File: config.mk
export PLATFORM = sky130hd
export DESIGN_NAME = adder_share_arbiter_flat
export DESIGN_NICKNAME = d
export VERILOG_FILES = /design/src/rtl/adder_pkg.sv /design/src/rtl/adder_share_arbiter_if.sv /design/src/rtl/adder.sv /design/src/rtl/adder_share_arbiter.sv /design/src/flat_wrapper.sv
export SDC_FILE = /design/constraint.sdc
export NUM_CORES = 1
export LEC_CHECK = 0
export CELL_PAD_IN_SITES_DETAIL_PLACEMENT = 1
export CELL_PAD_IN_SITES_GLOBAL_PLACEMENT = 1
export CORE_ASPECT_RATIO = 0.7
export CORE_MARGIN = 2
export CORE_UTILIZATION = 31
export CTS_CLUSTER_SIZE = 28
export DETAILED_ROUTE_END_ITERATION = 6
export PLACE_DENSITY_LB_ADDON = 0.1
export RECOVER_POWER = 25
export SETUP_SLACK_MARGIN = 0.2
export SLEW_MARGIN = 5
export SYNTH_ARGS = -nofsm -noshare
export SYNTH_HDL_FRONTEND = slang
export SYNTH_SLANG_ARGS = --single-unit
File: constraint.sdc
create_clock -name clk -period 11.2 [get_ports clk]
set_input_delay 2.24 -clock clk [delete_from_list [all_inputs] [get_ports clk]]
set_output_delay 2.24 -clock clk [all_outputs]
set_load 0.01 [all_outputs]
File: src/rtl/adder_pkg.sv
// Shared defaults, ID width derivation and the round-robin pick helper
// used by the shared-adder arbiter.
package adder_pkg;

  localparam int unsigned DEF_N    = 23;
  localparam int unsigned DEF_NREQ = 4;
  localparam int unsigned MAX_NREQ = 16;
  localparam int unsigned MAX_ID_W = 4;

  typedef struct packed {
    logic                found;
    logic [MAX_ID_W-1:0] idx;
  } rr_pick_t;

  function automatic int unsigned id_w(input int unsigned nreq);
    return $clog2(nreq);
  endfunction

  // First valid index at or after ptr, wrapping modulo nreq.
  function automatic rr_pick_t rr_pick(input logic [MAX_NREQ-1:0] valid,
                                       input logic [MAX_ID_W-1:0] ptr,
                                       input int unsigned         nreq = DEF_NREQ);
    rr_pick_t            r;
    int unsigned         pos;
    logic [MAX_ID_W-1:0] slot;
    r = '0;
    for (int unsigned i = 0; i < MAX_NREQ; i++) begin
      if (i < nreq && !r.found) begin
        pos  = (32'(ptr) + i) % nreq;
        slot = MAX_ID_W'(pos);
        if (valid[slot]) begin
          r.found = 1'b1;
          r.idx   = slot;
        end
      end
    end
    return r;
  endfunction

endpackage

File: src/rtl/adder_share_arbiter_if.sv
// Requester/result bus of the shared-adder arbiter, plus activity counters.
interface adder_share_arbiter_if
  import adder_pkg::*;
#(
  parameter int unsigned N    = DEF_N,
  parameter int unsigned NREQ = DEF_NREQ
);
  localparam int unsigned ID_W = id_w(NREQ);

  logic [NREQ-1:0]   req_valid;
  logic [NREQ-1:0]   req_ready;
  logic [NREQ*N-1:0] req_a;
  logic [NREQ*N-1:0] req_b;
  logic              res_valid;
  logic              res_ready;
  logic [N-1:0]      res_sum;
  logic [ID_W-1:0]   res_id;
  logic [31:0]       cnt_busy;
  logic [31:0]       cnt_total;

  modport slave (
    input  req_valid, req_a, req_b, res_ready,
    output req_ready, res_valid, res_sum, res_id, cnt_busy, cnt_total
  );

  modport master (
    output req_valid, req_a, req_b, res_ready,
    input  req_ready, res_valid, res_sum, res_id, cnt_busy, cnt_total
  );

endinterface

File: src/rtl/adder.sv
// Shared combinational N-bit adder; carry-out is dropped.
module adder #(
  parameter int unsigned N = adder_pkg::DEF_N
) (
  input  logic [N-1:0] input1,
  input  logic [N-1:0] input2,
  output logic [N-1:0] sum
);

  assign sum = input1 + input2;

endmodule

File: src/rtl/adder_share_arbiter.sv
// Round-robin sharing of one adder among NREQ requesters, with a single-entry
// tagged result register and saturating busy/total cycle counters.
module adder_share_arbiter
  import adder_pkg::*;
#(
  parameter int unsigned N    = DEF_N,
  parameter int unsigned NREQ = DEF_NREQ
) (
  input logic                  clk,
  input logic                  rst,
  adder_share_arbiter_if.slave bus
);

  localparam int unsigned ID_W    = id_w(NREQ);
  localparam logic [31:0] CNT_MAX = '1;

  rr_pick_t        pick_c;
  logic            can_accept_c;
  logic            grant_c;
  logic [ID_W-1:0] gnt_idx_c;
  logic [NREQ-1:0] req_ready_c;
  logic [N-1:0]    op_a_c;
  logic [N-1:0]    op_b_c;
  logic [N-1:0]    sum_c;
  logic            unused_pick_c;

  logic            res_valid_q, res_valid_d;
  logic [N-1:0]    res_sum_q,   res_sum_d;
  logic [ID_W-1:0] res_id_q,    res_id_d;
  logic [ID_W-1:0] ptr_q,       ptr_d;
  logic [31:0]     cnt_busy_q,  cnt_busy_d;
  logic [31:0]     cnt_total_q, cnt_total_d;

  // Grant only when the result slot is free or draining this cycle.
  always_comb begin
    can_accept_c = !res_valid_q || bus.res_ready;
    pick_c       = rr_pick(MAX_NREQ'(bus.req_valid), MAX_ID_W'(ptr_q), NREQ);
    grant_c      = can_accept_c && pick_c.found && !rst;
    gnt_idx_c    = ID_W'(pick_c.idx);
    req_ready_c  = '0;
    if (grant_c) begin
      req_ready_c[gnt_idx_c] = 1'b1;
    end
  end

  assign unused_pick_c = ^pick_c.idx;

  always_comb begin
    op_a_c = '0;
    op_b_c = '0;
    for (int unsigned k = 0; k < NREQ; k++) begin
      if (req_ready_c[k]) begin
        op_a_c |= bus.req_a[k*N +: N];
        op_b_c |= bus.req_b[k*N +: N];
      end
    end
  end

  adder #(.N(N)) u_adder (
    .input1 (op_a_c),
    .input2 (op_b_c),
    .sum    (sum_c)
  );

  always_comb begin
    res_valid_d = res_valid_q;
    res_sum_d   = res_sum_q;
    res_id_d    = res_id_q;
    ptr_d       = ptr_q;
    cnt_busy_d  = cnt_busy_q;
    cnt_total_d = cnt_total_q;

    if (cnt_total_q != CNT_MAX) begin
      cnt_total_d = cnt_total_q + 32'd1;
    end

    if (grant_c) begin
      res_valid_d = 1'b1;
      res_sum_d   = sum_c;
      res_id_d    = gnt_idx_c;
      ptr_d       = (gnt_idx_c == ID_W'(NREQ - 1)) ? '0 : gnt_idx_c + ID_W'(1);
      if (cnt_busy_q != CNT_MAX) begin
        cnt_busy_d = cnt_busy_q + 32'd1;
      end
    end else if (bus.res_ready) begin
      res_valid_d = 1'b0;
    end
  end

  always_ff @(posedge clk) begin
    if (rst) begin
      res_valid_q <= 1'b0;
      res_sum_q   <= '0;
      res_id_q    <= '0;
      ptr_q       <= '0;
      cnt_busy_q  <= '0;
      cnt_total_q <= '0;
    end else begin
      res_valid_q <= res_valid_d;
      res_sum_q   <= res_sum_d;
      res_id_q    <= res_id_d;
      ptr_q       <= ptr_d;
      cnt_busy_q  <= cnt_busy_d;
      cnt_total_q <= cnt_total_d;
    end
  end

  assign bus.req_ready = req_ready_c;
  assign bus.res_valid = res_valid_q;
  assign bus.res_sum   = res_sum_q;
  assign bus.res_id    = res_id_q;
  assign bus.cnt_busy  = cnt_busy_q;
  assign bus.cnt_total = cnt_total_q;

endmodule

File: src/flat_wrapper.sv
// flat-port wrapper written by rule: the top's interface ports become plain ports
module adder_share_arbiter_flat import adder_pkg::*;
#(
  parameter int unsigned N    = DEF_N,
  parameter int unsigned NREQ = DEF_NREQ
)
  (clk, rst, bus_req_valid, bus_req_a, bus_req_b, bus_res_ready, bus_req_ready, bus_res_valid, bus_res_sum, bus_res_id, bus_cnt_busy, bus_cnt_total);
  adder_share_arbiter_if #(.N(N), .NREQ(NREQ)) bus_i ();
  input logic clk;
  input logic rst;
  input wire logic [$bits(bus_i.req_valid)-1:0] bus_req_valid;
  input wire logic [$bits(bus_i.req_a)-1:0] bus_req_a;
  input wire logic [$bits(bus_i.req_b)-1:0] bus_req_b;
  input wire logic [$bits(bus_i.res_ready)-1:0] bus_res_ready;
  output wire logic [$bits(bus_i.req_ready)-1:0] bus_req_ready;
  output wire logic [$bits(bus_i.res_valid)-1:0] bus_res_valid;
  output wire logic [$bits(bus_i.res_sum)-1:0] bus_res_sum;
  output wire logic [$bits(bus_i.res_id)-1:0] bus_res_id;
  output wire logic [$bits(bus_i.cnt_busy)-1:0] bus_cnt_busy;
  output wire logic [$bits(bus_i.cnt_total)-1:0] bus_cnt_total;
  assign bus_i.req_valid = bus_req_valid;
  assign bus_i.req_a = bus_req_a;
  assign bus_i.req_b = bus_req_b;
  assign bus_i.res_ready = bus_res_ready;
  assign bus_req_ready = bus_i.req_ready;
  assign bus_res_valid = bus_i.res_valid;
  assign bus_res_sum = bus_i.res_sum;
  assign bus_res_id = bus_i.res_id;
  assign bus_cnt_busy = bus_i.cnt_busy;
  assign bus_cnt_total = bus_i.cnt_total;
  adder_share_arbiter #(.N(N), .NREQ(NREQ)) u_core (.clk(clk), .rst(rst), .bus(bus_i));
endmodule
Word-level counts from Yosys, hierarchy flattened
Cells that the tools add are included.

$add $sub $neg: 7. Order comparisons: 6. Equal/unequal tests: 3. Muxes and demuxes: 29. Bitwise gates (word level): 6. Reduce and logical (&&, ||, !) cells: 8.

Operators with widths (count): 23-bit two-way mux (8); 23-bit OR (6); 32-bit by 1-bit adder with 32-bit output, second input constant (2); 32-bit != test, second input constant (2); 5-bit two-way mux (7); 23-bit adder (1); 2-bit by 5-bit < comparator with 1-bit output, second input constant (4); 1-bit binary-select mux with 2-bit select (4); 1-bit two-way mux (7); 2-bit by 1-bit adder with 2-bit output, second input constant (2); 2-bit adder, second input constant (2); 4-bit two-way mux (1); 1-bit logical AND (3); 2-bit by 3-bit < comparator with 1-bit output, second input constant (1); 1-bit demux with 2-bit select (1); 2-bit == test, second input constant (1); 2-bit by 1-bit greater-or-equal comparator with 1-bit output, second input constant (1); 1-bit logical NOT (2); 2-bit two-way mux (1); 2-bit AND reduction (1); 2-bit nonzero test (1); 1-bit logical OR (1).

Register bits: 92. Output and inout bits: 94.

Depth between registers and ports, before layout
Word-level depth: 22. Mapped depth: 21.

Cells and area by module
Synthesis repeated with hierarchy kept, for this count alone.

Cells, all modules: 852. Area total of the unflattened synthesis: 6429.9 um^2.

Modules (own cells, without submodules): adder_share_arbiter (instances 1, cells each 680, area each 5206.2 um^2, sequential area each 1841.8 um^2); adder (instances 1, cells each 172, area each 1223.7 um^2, sequential area each 0.0 um^2).

Worst setup path after synthesis
No wires, ideal clock.

Path kind: input port to output port. Start point: input bus_req_valid[3]. End point: output bus_req_ready[3]. Arrival: 3.838 ns. Data required time: 8.960 ns. Slack: 5.122 ns. Stages on the path: 9. Path buffers: 2. Path through: inv_1 a22oi_1 o221ai_1 or2_2 inv_1 ha_1 and2_1 clkbuf_1 clkbuf_1.

RTL lines: start, declared (line flat_wrapper.sv:11) `input wire logic [$bits(bus_i.req_valid)-1:0] bus_req_valid;`; end, declared (line flat_wrapper.sv:15) `output wire logic [$bits(bus_i.req_ready)-1:0] bus_req_ready;`.

Worst setup path after layout
Start point: input bus_req_valid[0]. End point: output bus_req_ready[0].

Longest elaborated chain between the ends: 14.

RTL lines: 1-bit binary-select mux with 2-bit select (line adder_pkg.sv:31) `if (valid[slot]) begin`; 1-bit two-way mux (implied by the code) (line adder_pkg.sv:31); 5-bit two-way mux (2 in a row) (line adder_pkg.sv:31); 5-bit two-way mux (line adder_pkg.sv:28) `if (i < nreq && !r.found) begin`; 5-bit two-way mux (line adder_pkg.sv:31); 5-bit two-way mux (line adder_pkg.sv:28); 5-bit two-way mux (line adder_pkg.sv:31); 5-bit two-way mux (*) (line adder_pkg.sv:28); 2-bit by 3-bit < comparator with 1-bit output (implied by the code) / 2-bit by 1-bit greater-or-equal comparator with 1-bit output (equally long branches) (line adder_share_arbiter.sv:42) `req_ready_c[gnt_idx_c] = 1'b1;`; 1-bit logical AND (implied by the code) (line adder_share_arbiter.sv:42); 1-bit two-way mux (implied by the code) (line adder_share_arbiter.sv:42); 1-bit demux with 2-bit select; 4-bit two-way mux (*) (line adder_share_arbiter.sv:41) `if (grant_c) begin`.

Mark *: on every way between the ends. The rest lies on a longest branch, timed or not. The select of a mux whose other input is x is not followed.

==> results.py <==
metrics = {
    "outcome": {
        "outcome": "complete, no violations",
    },
    "clocking": {
        "cts_root_buffer": "clkbuf_16",
        "clkTransAtPathRegs_ns": 0.06,
        "numCtsBuffers": 9,
        "hold_buffers": 0,
        "cts_setup_buffers": 0,
        "cts_tree": "built",
        "cts-resized-gates": 0,
        "clock_path_buffers": 2,
        "worstSkewPairLatency_ns": 0.34,
        "cts.sinks": 92,
        "h-tree-depth": 3,
    },
    "global_routing": {
        "antenna_found_initial": 0,
        "gr-usage-all-layers_pct": 23.3,
        "grt_pass1_wl_um": 37600,
        "grt_pass1_vias": 6828,
        "grt_max_degree": 98,
        "grt_overflow_total": 0,
    },
    "critical_path": {
        "worstPathRequired_ns": 8.96,
        "cp.arrival_ns": 5.27,
        "crit_chain": "clkdlybuf4s50_1 > nor4_1 > or2_2 > ha_1 > and2_1 > buf_4 > clkdlybuf4s50_1",
        "critPathMaxFanout": 45,
        "start_kind": "primary input",
        "critical_path_class": "in2out",
        "crit_slowest_cell": "nor4_1",
        "critPathMaxStageDelay_ns": 0.83,
        "crit_top_cell": "clkdlybuf4s50_1",
        "rr_worst_depth": 20,
        "cp-end-kind": "primary output",
    },
    "place": {
        "portBuffers": 284,
        "gp_congestion": 0.831,
        "place_area_um2": 9090,
        "dpl.cell_count": 1288,
        "dp.final_hpwl_um": 19200,
        "post-place-ws_ns": 3.71,
    },
    "pwr": {
        "p_leak_nw": 3.54,
        "power_density_nw_per_um2": 107,
        "fin_total_pwr_mw": 1.01,
        "vdd_drop_max_v": 0.0000635,
    },
    "logic_synthesis": {
        "yosys_most_used_dff": "dfxtp_1",
        "synth-compound-area-share_pct": 24.4,
        "yosys-top-cells-area": "dfxtp_1 (31%), a22oi_1 (11%), ha_1 (5.8%), nand2_1 (5.6%), xnor2_1 (4.5%)",
        "synth.net_count": 995,
        "synth_largest_area_cell": "dfxtp_1",
        "synth-xor-area-share_pct": 8.85,
        "yosys.area_share.simple_pct": 26.1,
        "synthMuxAreaShare_pct": 0.166,
        "synth.yosys.seq_area_share_pct": 30.5,
        "ys_types": 57,
        "synth_cells": 775,
        "synth-seq-cells": 92,
        "yosys_warnings": 0,
        "synth_top_area_share_pct": 30.5,
        "synth_fa_ha_area_share_pct": 6.14,
        "async_flop_share_pct": 0,
        "synth_top_family_by_area": "simple AND/OR/NAND/NOR gates",
        "avgSynthCellArea_um2": 7.79,
        "syn_area_um2": 6040,
        "synth-edff-count": 0,
    },
    "drt": {
        "dr_wl_met2_um": 11400,
        "wl_met1_um": 11700,
        "via_count": 6766,
        "top_layer": "met4",
        "routed_wl_um": 24200,
        "met3_length_um": 895,
        "drtPass1Iterations": 5,
        "drc": 0,
        "ant_nets": 0,
        "drt_iter0_markers": 392,
        "wire_per_inst_um": 18.6,
        "viasPerCell": 5.19,
    },
    "timing": {
        "fin_crit_ns": 7.51,
        "finalHoldViolCount": 0,
        "rsz0062_at_grt": "no",
        "worst_pin_slew_ns": 0.990,
        "finalSetupTns_ns": 0,
        "finalSetupViolCount": 0,
        "fin_crit_sh_pct": 67.0,
        "worst_slack_ns": 3.69,
        "slew_headroom_pct": 34.0,
        "fmax_ghz": 0.133,
        "clock_skew_ns": 0.0100,
        "final-max-slew-violation-count": 0,
    },
    "cells_and_area": {
        "seq_area_um2": 1840,
        "drive_above_1_share_pct": 3.85,
        "multiInputGateArea_um2": 3970,
        "fin_area_um2": 9420,
        "area_growth_pct": 56.0,
        "nFillCells": 2270,
        "num_antenna_cells": 0,
        "nets": 1255,
        "instances_no_fill": 1304,
    },
    "flow_run": {
        "cap_violations": 0,
    },
    "die": {
        "rows": 42,
        "initial_utilization_pct": 31.8,
        "core_area_um2": 19000,
        "io_pins": 285,
        "die-area_um2": 20600,
        "die_w_um": 171,
        "die_y_um": 121,
    },
    "hold_path": {
        "hold_class": "reg2reg",
        "holdPathStages": 2,
    },
}
-- flip-flops by register name (all words and copies together) (netlist names) --
signal                count
u_core.ptr_q              2
u_core.bus.cnt_total     32
u_core.bus.res_valid      1
u_core.bus.res_id         2
u_core.bus.cnt_busy      32
u_core.bus.res_sum       23
-- final cells by class --
class,count,share of cell area (%)
Timing Repair Buffer,289,30.5
Sequential cell,92,19.6
Tap cell,264,3.51
Inverter,21,0.837
Clock inverter,6,0.996
Clock buffer,10,2.43
Multi-Input combinational cell,622,42.1
-- report_power, final --
part           switching, mW  internal, mW  total (mW)  leakage [nW]
combinational          0.146         0.160       0.307          2.64
sequential            0.0176         0.348       0.366         0.747
clock                  0.135         0.198       0.334         0.154
total                  0.299         0.707        1.01          3.54
-- cells in the mapped netlist, types with 3 or more instances --
cell      number
o21a_1         3
or3_1         13
nand3b_1      22
nor2b_1        5
o21ai_0       50
inv_1         21
and4_1         8
nand4_1       13
nand2_1       90
or2_2          6
and2_1        10
clkbuf_1      35
nor3b_1        3
a22oi_1       90
nor2_1        70
and3_1        14
a31o_2         3
xnor2_1       31
xor2_1        30
a21oi_1       37
nor4_1         5
o21bai_1       3
dfxtp_1       92
nor3_1        17
a211oi_1       4
o211ai_1       5
nand3_1       19
ha_1          28
a31oi_1        4
a21o_1         6
nand2b_1       3
buf_1          3
-- layout by cell type (no fill, tap or decap), types with 16 or more instances in the layout --
cell and n:
dfxtp_1 92, a22oi_1 90, xnor2_1 31, a21oi_1 37
nand3b_1 22, nand2_1 90, nor2_1 70, xor2_1 30
ha_1 28, inv_1 21, o21ai_0 50, clkdlybuf4s50_1 269
nor3_1 16, nand3_1 19
-- through the flow --
step	hold WS (ns)	util, %
3_3_place_gp	0.445	47.9
6_report	0.464	49.6
4_1_cts	0.470	49.6
5_1_grt	0.495	49.6
3_5_place_dp	0.460	47.9
2_1_floorplan	0.476	-
-- logic make-up (layout without fill, tap and decap cells) --
family	Yosys count	after routing
and+or+nand+nor	309	309
AOI/OAI and AO/OA	222	222
DFF	92	92
xor gates and xnor gates	61	61
buffers and inverters	61	326
adders and majority gates	29	29
muxes	1	1
-- path summary, 6_finish.rpt --
check / start / to / slack [ns]
worst max-delay path: bus_req_valid[0] / bus_req_ready[0] / 3.69
worst min register to register: u_core.bus.res_sum[6]$_SDFFE_PP0P_ / u_core.bus.res_sum[6]$_SDFFE_PP0P_ / 0.46
worst min-delay path: u_core.bus.res_sum[6]$_SDFFE_PP0P_ / u_core.bus.res_sum[6]$_SDFFE_PP0P_ / 0.46
worst max register to register: u_core.ptr_q[1]$_SDFFE_PP0P_ / u_core.bus.res_sum[16]$_SDFFE_PP0P_ / 6.27
-- critical path: cells and delay by family --
| kind | cells | cell delay, ns |
|---|---|---|
| buffers and inverters | 3 | 1.55 |
| adder cells (fa/ha/maj) | 1 | 0.21 |
| AND/OR/NAND/NOR | 3 | 1.26 |
-- routing by layer --
metal | global-route usage [%] | vias to the layer above
met5 | 0 | -
met2 | 38.6 | 120
met3 | 4.45 | 19
li1 | - | 3339
met4 | 3.47 | 0
met1 | 31.9 | 3288
(Power assumes the default switching activity.)
